[src/rtl/if_id_stage.sv]
// Instruction-fetch stage with IF/ID pipeline latch: PC sequencing, branch/jump redirects,
// data-dependence stalls and a sticky halt that only reset can clear.
module if_id_stage #(
   parameter logic [31:0] RESET_PC = 32'h0000_0000
) (
   input  logic        clk,
   input  logic        rst_n,
   input  logic        nop_lock_id,
   input  logic [1:0]  Jump_id,
   input  logic [31:0] jump_target_id,
   input  logic [31:0] jr_target_id,
   input  logic        branch_taken_ex,
   input  logic [31:0] branch_target_ex,
   input  logic        halt,
   input  logic [31:0] imem_data,
   output logic [31:0] imem_addr,
   output logic [31:0] instr_if_id,
   output logic [31:0] pc_plus4_if_id,
   output logic        valid_if_id,
   output logic        bubble_id_ex,
   output logic        halted,
   output logic [31:0] stall_count
);

   typedef enum logic {
      RUN    = 1'b0,
      HALTED = 1'b1
   } state_t;

   localparam logic [1:0] JUMP_NONE = 2'b00;
   localparam logic [1:0] JUMP_JR   = 2'b01;

   state_t      state_q, state_d;
   logic [31:0] pc_q, pc_d;
   logic [31:0] instr_q, instr_d;
   logic [31:0] pc4_q, pc4_d;
   logic        valid_q, valid_d;
   logic [31:0] stall_q, stall_d;
   logic [31:0] pc_plus4;
   logic        bubble;

   assign pc_plus4 = pc_q + 32'd4;

   // NOTE: every variable is given its hold value first so no path through the
   // priority chain leaves it unassigned, which would infer a latch.
   always_comb begin
      state_d = state_q;
      pc_d    = pc_q;
      instr_d = instr_q;
      pc4_d   = pc4_q;
      valid_d = valid_q;
      stall_d = stall_q;
      bubble  = 1'b0;
      if (state_q == RUN) begin
         if (halt) begin
            state_d = HALTED;
         end else if (branch_taken_ex) begin
            pc_d    = {branch_target_ex[31:2], 2'b00};
            instr_d = 32'h0;
            valid_d = 1'b0;
            bubble  = 1'b1;
         end else if (nop_lock_id) begin
            if (stall_q != 32'hFFFF_FFFF) stall_d = stall_q + 32'd1;
            bubble = 1'b1;
         end else if ((Jump_id != JUMP_NONE) && valid_q) begin
            // Link value in pc_plus4_if_id is kept so the jal in ID can still write it back.
            pc_d    = (Jump_id == JUMP_JR) ? {jr_target_id[31:2], 2'b00}
                                           : {jump_target_id[31:2], 2'b00};
            instr_d = 32'h0;
            valid_d = 1'b0;
         end else begin
            pc_d    = pc_plus4;
            instr_d = imem_data;
            pc4_d   = pc_plus4;
            valid_d = 1'b1;
         end
      end
   end

   // NOTE: state registers use non-blocking assignments so all of them update
   // together from values sampled before the edge.
   always_ff @(posedge clk) begin
      if (!rst_n) begin
         state_q <= RUN;
         pc_q    <= RESET_PC;
         instr_q <= 32'h0;
         pc4_q   <= 32'h0;
         valid_q <= 1'b0;
         stall_q <= 32'h0;
      end else begin
         state_q <= state_d;
         pc_q    <= pc_d;
         instr_q <= instr_d;
         pc4_q   <= pc4_d;
         valid_q <= valid_d;
         stall_q <= stall_d;
      end
   end

   assign imem_addr      = pc_q;
   assign instr_if_id    = instr_q;
   assign pc_plus4_if_id = pc4_q;
   assign valid_if_id    = valid_q;
   assign halted         = (state_q == HALTED);
   assign stall_count    = stall_q;
   assign bubble_id_ex   = bubble && rst_n;

endmodule
[config.mk]
export PLATFORM = sky130hd
export DESIGN_NAME = if_id_stage
export DESIGN_NICKNAME = d
export VERILOG_FILES = /design/src/rtl/if_id_stage.sv
export SDC_FILE = /design/constraint.sdc
export NUM_CORES = 1
export LEC_CHECK = 0
export CAP_MARGIN = 15
export CORE_MARGIN = 4
export CORE_UTILIZATION = 30
export CTS_CLUSTER_DIAMETER = 50
export DETAILED_ROUTE_END_ITERATION = 16
export GPL_ROUTABILITY_DRIVEN = 0
export PLACE_DENSITY_LB_ADDON = 0.3
export SKIP_CTS_REPAIR_TIMING = 1
export SLEW_MARGIN = 5
export SYNTH_ARGS = -nofsm -noshare
export SYNTH_HDL_FRONTEND = slang
export SYNTH_SLANG_ARGS = --single-unit
[constraint.sdc]
create_clock -name clk -period 3.1 [get_ports clk]
set_clock_uncertainty 0.2 [all_clocks]
set_input_delay 0.62 -clock clk [delete_from_list [all_inputs] [get_ports clk]]
set_output_delay 0.62 -clock clk [all_outputs]
set_load 0.005 [all_outputs]
### Word level (Yosys, flattened, before mapping)

Index checks and enable logic that the tools add are counted.

* register bits: 130
* output and inout port bits: 131
* logic and storage cells: 38

* add/subtract/negate cells: 2
* equality and inequality tests: 3
* muxes and demuxes: 16
* bitwise logic cells: 5
* reduce and logical (&&, ||, !) cells: 6

Operator list (count)
* 32-bit 2-to-1 mux: 7
* 32-bit by 1-bit adder with 32-bit output, second input constant: 1
* 32-bit by 3-bit adder with 32-bit output, second input constant: 1
* 32-bit != test, second input constant: 1
* 5-bit AND reduction: 2
* 1-bit 2-to-1 mux: 9
* 1-bit inverter: 5
* 3-bit AND reduction: 1
* 2-bit by 1-bit == test with 1-bit output, second input constant: 1
* 1-bit logical AND: 2
* 2-bit by 1-bit != test with 1-bit output, second input constant: 1
* 2-bit nonzero test: 1

### Longest topological paths before layout

Gate-level depths: netlist of run 1.

* depth after elaboration: 5
* mapped depth: 8
* depth with buffers taken out: 6

### Worst setup path before layout of run 1

No wires, ideal clock.

* path kind: input to register
* from: in branch_taken_ex
* to: reg stall_q[7] (netlist: stall_count[7])
* setup time: 0.070 ns
* arrival time: 2.354 ns
* required time: 2.830 ns
* slack: 0.476 ns
* stages: 7
* buffers on the path: 3
* cells stage by stage: buf_6 -> or4b_4 -> buf_6 -> or2_0 -> clkbuf_1 -> or4_1 -> a21oi_1

* word-level cells in the longest chain between the ends: 2

Ends and longest elaborated chain
* start: declaration: line 12 `input logic branch_taken_ex,`
* 1-bit inverter (no source line)
* 5-bit AND reduction (no source line)
* end signal: assignment: line 96 `stall_q <= stall_d;`
* end: declaration: line 38 `logic [31:0] stall_q, stall_d;`

Every way passes these cells.
A chain may end at the register's enable or synchronous reset.

### Final worst setup path of run 1

* from: in branch_taken_ex
* to: out bubble_id_ex

* word-level cells in the longest chain between the ends: 4

Ends and longest elaborated chain
* 1-bit 2-to-1 mux: line 57 `end else if (branch_taken_ex) begin`
* 1-bit 2-to-1 mux: line 55 `if (halt) begin`
* 1-bit 2-to-1 mux: line 54 `if (state_q == RUN) begin`
* 1-bit logical AND: line 106 `assign bubble_id_ex = bubble && rst_n;`
* end: declaration: line 20 `output logic bubble_id_ex,`

Every way passes these cells.

==> results of run 1 <==
[flip-flops by register name, summed over array words and instances (netlist names)]
| register | cells |
|---|---|
| valid_if_id | 1 |
| halted | 1 |
| imem_addr | 30 |
| instr_if_id | 32 |
| stall_count | 32 |
| pc_plus4_if_id | 30 |
[path summary, 6_finish.rpt]
kind / to / slack (ps)
min reg2reg: instr_if_id[1] / 260
max: bubble_id_ex / 110
min: instr_if_id[1] / 260
max reg2reg: imem_addr[29] / 500
[power by group through the flow]
stage                     Combinational (mW)  Sequential (mW)  Clock (mW)
final                                  0.660             1.74        1.97
after global routing                   0.710             1.75        2.08
after CTS                              0.662             1.74        2.01
after detailed placement               0.660             1.78           0
after global placement                 0.656             1.78           0
after floorplan                        0.256             1.76           0
[routing by layer]
metal,vias to the layer above,share of wire [%]
met5,-,0.032
met4,2,2.9
met3,45,7.3
met2,278,47
met1,3322,42
li1,3459,-
[cells by family (layout without fill, tap and decap cells)]
group	Yosys count	in the layout	share of synthesized area, %
other	1	4	0.0574
multiplexers	41	41	6.46
AND/OR/NAND/NOR	264	264	21.2
AO/OA/AOI/OAI	248	248	24.2
XOR/XNOR	24	24	3.22
flip-flops	126	126	38.6
buffers and inverters	91	354	5.81
adder cells (fa/ha/maj)	2	2	0.383
[per-stage QoR]
step                area [um2]  TNS (ps)  hold slack [ps]  total power, mW  util, %
floorplan                 6540         0              248             2.02        -
global placement          9560      -213              239             2.43     45.0
detailed placement        9560      -601              250             2.44     45.0
CTS                      10100         0              257             4.41     47.8
global route             10100         0              279             4.54     47.8
finish                   10100         0              256             4.37     47.8
[critical path: stages]
cell and delay, ps:
clkdlybuf4s50_1 510, buf_6 270, o21ai_0 130, nor2_1 90
clkdlybuf4s50_1 550
[cell usage in the layout, fill, tap and decap left out, drive strengths merged, types with 4 or more instances in the layout]
master / Yosys / final
clkdlybuf4s50: 0 / 254
dfxtp: 126 / 126
a21oi: 66 / 66
o21ai: 64 / 64
nor2: 64 / 64
nand2: 51 / 51
buf: 13 / 44
mux2i: 32 / 32
a22oi: 32 / 32
nand3: 32 / 32
inv: 25 / 25
clkbuf: 53 / 21
nand4: 19 / 19
or3: 18 / 18
nor3: 17 / 17
xnor2: 15 / 15
nor4: 15 / 15
o31ai: 13 / 13
nand2b: 12 / 12
a211oi: 11 / 11
or4: 10 / 10
xor2: 9 / 9
mux2: 9 / 9
a221oi: 9 / 9
a31oi: 7 / 7
o21a: 6 / 6
and4: 6 / 6
o22ai: 6 / 6
or2: 6 / 6
o211ai: 5 / 5
clkinv: 0 / 5
conb: 1 / 4
[final cells by class]
class	instances	area [um2]	area share (%)
multi-input cells	583	3660	36.2
repair buffers	298	2940	29.0
flip-flops and latches	126	2520	24.9
clock buffers	21	460	4.54
well taps	275	344	3.39
clock inverters	10	115	1.14
inverters	25	93.8	0.926
==> out/qor.log, run 1 <==
qor: cells_and_area.post_route_cells_drive_above_1_share 9.88%
qor: grt.grt_antenna_before_repair 1
qor: floorplanning.core_area 21,200 um2
qor: power_and_ir_drop.static-leakage-power 3.43 nW
qor: route.drc 0
qor: power_and_ir_drop.power.share.switching 25.2%
qor: logic_synthesis.leading_post_synthesis_cells_by_cell_area dfxtp_1, a21oi_1, mux2i_1
qor: grt.use_met3 5.21%
qor: floorplanning.floorplan.initialDensity 30.8%
qor: setup_path.cp.required 2280 ps
qor: route.drtPass1Iterations 5
qor: min_path.hold_path.startpoint instr_if_id[1]
qor: logic_synthesis.synth.top_cell.area_share 38.6%
qor: cts.cts_root_buf clkbuf_16
qor: grt.grtUsageMet1 25.2%
qor: power_and_ir_drop.power.sequential.fraction 39.9%
qor: place.detailed_place_hpwl 19.2 mm
qor: flow_run.drv_cap 0
qor: power_and_ir_drop.net-switching-power 1.10 mW
qor: timing.highest_achievable_clock_rate 334 MHz
qor: floorplanning.num_io_pins 266
qor: logic_synthesis.synthTopCellsByCount dfxtp_1, a21oi_1, o21ai_0, nor2_1, clkbuf_1
qor: timing.final-max-slew-violation-count 0
qor: route.routed-via-count 7,106
qor: logic_synthesis.ys_ff_latch 126
qor: status.outcome complete, no violations
qor: setup_path.r2r_cells 5
qor: power_and_ir_drop.intPower 3.27 mW
qor: timing.final.min_clock_period 2990 ps
qor: grt.via_count_of_the_first_global_routing_pass 6,754
qor: timing.rsz0062_at_grt no
qor: timing.timing.final.hold_violations 0
qor: logic_synthesis.yosys.cell_count.top_type dfxtp_1
qor: logic_synthesis.synth-main-ff-cell dfxtp_1
qor: cts.clk-insertion-delay-late 420 ps
qor: logic_synthesis.ys_warn_count 0
qor: grt.grt.met2_usage 33.4%
qor: place.numPortBuffers 255
qor: logic_synthesis.number_of_flops_mapped_to_enable_cells_by_yosys 0
qor: logic_synthesis.share_of_the_yosys_chip_area_belonging_to_registers 38.6%
qor: logic_synthesis.synthesis.instances 797
qor: cts.clock_tree_from_tritoncts done
qor: cts.clkSinkCount 126
qor: route.antenna_left 0
qor: cells_and_area.filler_cell_count 2,073
qor: timing.finalWorstSetupSlack 107 ps
qor: place.post-place-ws -181 ps
qor: logic_synthesis.synth_async_sr_flop_share 0%
qor: setup_path.end_kind output port
qor: logic_synthesis.ys_types 66
qor: cells_and_area.area_delta_synth_final 55.2%
qor: logic_synthesis.netlist.top_cell.by_area dfxtp_1
qor: setup_path.path_class input port to output port
qor: floorplanning.die-height 156 um
qor: logic_synthesis.synth_area_per_cell 8.19 um2
qor: timing.finalSetupViolations 0
qor: route.ratio_of_routed_vias_to_standard_cells 5.31
qor: grt.residual_overflow_from_global_routing 0
qor: timing.tightestPinTransition 1160 ps
qor: min_path.hold_path_class register to register
qor: setup_path.worstPathArrival 2170 ps
qor: cts.clock_slew_at_the_register_clock_pins_of_the_worst_setup_and_hold_paths 50 ps
qor: setup_path.beginning_of_the_worst_register_to_register_path imem_addr[7]
qor: min_path.worstHoldPathCells 2
qor: power_and_ir_drop.vdd_ir_drop_max 0.000275 V
qor: timing.slew-limit-headroom 22.5%
qor: route.initialDrtViolationCount 412
qor: cells_and_area.antenna_cells_inserted 0
qor: cts.cts-htree-levels 4
qor: grt.grt_max_degree 51
qor: power_and_ir_drop.clockPowerShare 45.0%
qor: power_and_ir_drop.power_frac_comb 15.1%
qor: setup_path.timing.critical_path.fanout_max 27
qor: setup_path.critical_path.startpoint branch_taken_ex
qor: grt.grt_util_all_layers 20.2%
qor: cts.cts_made_buffers 17
qor: power_and_ir_drop.power.density 431 nW/um2
qor: grt.gr-max-usage-layer met2
qor: timing.final.period_utilization 96.6%
qor: grt.grt_first_pass_wirelength 38.3 mm
qor: floorplanning.chipWidth 156 um
qor: logic_synthesis.synth.cell_area 6530 um2
qor: route.wl_per_cell 18.8 um
qor: place.place.detailed.instances 1,307
qor: cts.cts-root-to-sink-buffers 2
qor: floorplanning.rows 53
qor: floorplanning.fp.dieArea 24,200 um2
qor: route.wirelength 25.1 mm
qor: setup_path.worstSetupStartpointType input port
qor: cells_and_area.final_nets 1,188
qor: cells_and_area.layout.cells.non_filler 1,338
(Power assumes the default switching activity.)
==> inputs of run 2 (changes only) <==
--- a/config.mk
+++ b/config.mk
@@ -5,6 +5,7 @@
 export SDC_FILE = /design/constraint.sdc
 export NUM_CORES = 1
 export LEC_CHECK = 0
+export ABC_CLOCK_PERIOD_IN_PS = 3100
 export CAP_MARGIN = 15
 export CORE_MARGIN = 4
 export CORE_UTILIZATION = 30
==> results of run 2 <==
No change in the layout: final DEF, timing and power equal those of run 1.
==> inputs of run 3 (changes only) <==
--- a/config.mk
+++ b/config.mk
@@ -12,7 +12,6 @@
 export CTS_CLUSTER_DIAMETER = 50
 export DETAILED_ROUTE_END_ITERATION = 16
 export GPL_ROUTABILITY_DRIVEN = 0
-export PLACE_DENSITY_LB_ADDON = 0.3
 export SKIP_CTS_REPAIR_TIMING = 1
 export SLEW_MARGIN = 5
 export SYNTH_ARGS = -nofsm -noshare
==> run 3 against run 2 <==
Against the previous run: sequential cell count did not move; core utilization increased by 0.065 points; setup slack improved by 25 ps; power decreased by 0.21%; routed wire length increased by 1.8%; register-to-register slack better by 40 ps; combinational power about the same; cell count rose by 0.22%; hold slack got worse by 1.8 ps; die area is the same; maximum frequency grew 0.84%; critical path type unchanged; critical endpoint unchanged; highest routed layer unchanged.
==> out/qor.log, run 3 (synthesis results as in run 1) <==
qor: status.outcome complete, no violations
qor: setup_path.worst_path_most_repeated_cell clkdlybuf4s50_1
qor: cells_and_area.stdcell_area 10,200 um2
qor: power_and_ir_drop.p_total 4.36 mW
qor: cts.clkSinkCount 126
qor: route.met2_wire_length 12.5 mm
qor: cells_and_area.most-common-layout-cells clkdlybuf4s50_1, dfxtp_1, a21oi_1, o21ai_0, nor2_1
qor: cts.clock_slew_at_the_register_clock_pins_of_the_worst_setup_and_hold_paths 60 ps
qor: timing.finalSetupViolations 0
qor: timing.final.period_utilization 95.8%
qor: cts.cts-htree-levels 4
qor: cells_and_area.final_nets 1,190
qor: timing.holdWs 254 ps
qor: cts.cts-root-to-sink-buffers 2
qor: place.postPlaceCellArea 9550 um2
qor: route.wirelength 25.6 mm
qor: grt.via_count_of_the_first_global_routing_pass 6,763
qor: setup_path.cp_top_family buffers and inverters
qor: timing.slew-limit-headroom 49.2%
qor: grt.grt_max_degree 74
qor: cells_and_area.layout.cells.most_common clkdlybuf4s50_1
qor: setup_path.critical_path.startpoint branch_taken_ex
qor: route.wl_per_cell 19.1 um
qor: route.antenna_left 0
qor: cells_and_area.filler_cell_count 2,117
qor: floorplanning.floorplan.initialDensity 30.8%
qor: timing.rsz0062_at_grt no
qor: timing.final-max-slew-violation-count 0
qor: grt.grt_first_pass_wirelength 38.6 mm
qor: cts.cts_root_buf clkbuf_16
qor: setup_path.cp_num_buf_inv 3
qor: timing.final.min_clock_period 2970 ps
qor: min_path.hold_path.startpoint pc_plus4_if_id[3]
qor: setup_path.worst_path_max_delay_cell clkdlybuf4s50_1
qor: route.ratio_of_routed_vias_to_standard_cells 5.32
qor: route.drc 0
qor: setup_path.worstSetupStartpointType input port
qor: place.detailed_place_hpwl 19.3 mm
qor: cells_and_area.antenna_cells_inserted 0
qor: floorplanning.fp.dieArea 24,200 um2
qor: setup_path.cp_cell_sequence clkdlybuf4s50_1 -> buf_12 -> o21ai_0 -> nor2_1 -> clkdlybuf4s50_1
qor: setup_path.worstPathArrival 2150 ps
qor: setup_path.beginning_of_the_worst_register_to_register_path imem_addr[7]
qor: power_and_ir_drop.vdd_ir_drop_max 0.000295 V
qor: timing.tightestPinTransition 762 ps
qor: floorplanning.rows 53
qor: route.m1WireLength 10.4 mm
qor: route.initialDrtViolationCount 558
qor: setup_path.end_kind output port
qor: setup_path.path_class input port to output port
qor: route.met3WireLength 2.19 mm
qor: cells_and_area.area_delta_synth_final 55.5%
qor: floorplanning.num_io_pins 266
qor: cells_and_area.post_route_cells_drive_above_1_share 10.0%
qor: power_and_ir_drop.power.density 430 nW/um2
qor: flow_run.drv_cap 0
qor: floorplanning.core_area 21,200 um2
qor: cts.clock_tree_from_tritoncts done
qor: power_and_ir_drop.static-leakage-power 3.44 nW
qor: grt.residual_overflow_from_global_routing 0
qor: floorplanning.chipWidth 156 um
qor: setup_path.timing.critical_path.fanout_max 27
qor: timing.timing.final.hold_violations 0
qor: timing.fin_setup_tns 0 ps
qor: setup_path.critical_path_s_largest_stage_delay 550 ps
qor: floorplanning.die-height 156 um
qor: cts.clk-insertion-delay-late 420 ps
qor: setup_path.cp.required 2280 ps
qor: min_path.hold_path_class register to register
qor: route.drtPass1Iterations 5
qor: route.highest-signal-layer met5
qor: timing.highest_achievable_clock_rate 337 MHz
qor: place.numPortBuffers 255
qor: grt.grt_antenna_before_repair 1
qor: cells_and_area.finalCoreUtilization 47.8%
qor: cts.cts_made_buffers 17
qor: grt.grt_util_all_layers 20.4%
qor: route.routed-via-count 7,133
[run 3: changes by cell type in the layout (fill, tap and decap cells not counted)]
cell,before,now
buf_4,37,39
clkbuf_1,2,3
clkbuf_8,2,0
clkinv_2,3,2
clkinv_4,2,4
clkinvlp_4,3,2
inv_6,0,2
[run 3: final timing paths]
| check | cells past startpoint | slack [ps] | to |
|---|---|---|---|
| worst max register to register | 5 | 540 | imem_addr[29] |
| worst max-delay path | 5 | 130 | bubble_id_ex |
| worst min register to register | 2 | 250 | pc_plus4_if_id[3] |
| worst min-delay path | 2 | 250 | pc_plus4_if_id[3] |
[run 3: metrics by stage]
| step | cells | setup slack (ps) |
|---|---|---|
| detailed placement | 1308 | -186 |
| floorplan | 800 | 476 |
| global placement | 1308 | -197 |
| CTS | 1340 | -36.0 |
| finish | 1341 | 132 |
| global route | 1341 | 21.7 |
[run 3: worst min-delay path, cell delays in order, from the launching register on]
cell and delay (ps):
dfxtp_1 310, nand2_1 50, a21oi_1 50
[run 3: area by class of cell]
cell class	instances	area [um2]	share of cell area, %
clock inverter	12	138	1.36
clock buffer	20	437	4.30
timing repair buffer	300	2950	29.1
inverter	25	93.8	0.924
tap	275	344	3.39
multi-input combinational	583	3660	36.1
sequential	126	2520	24.8
[run 3: power breakdown]
group | leakage, nW | switching (mW) | internal (mW)
registers | 1.02 | 0.0691 | 1.68
logic | 2.14 | 0.282 | 0.377
clock network | 0.275 | 0.769 | 1.19
total | 3.44 | 1.12 | 3.24
[run 3: layer usage]
metal | up-vias | GRT usage, %
met2 | 290 | 34.3
met1 | 3352 | 25.6
li1 | 3463 | -
met5 | - | 0
met3 | 26 | 5.83
met4 | 2 | 5.96
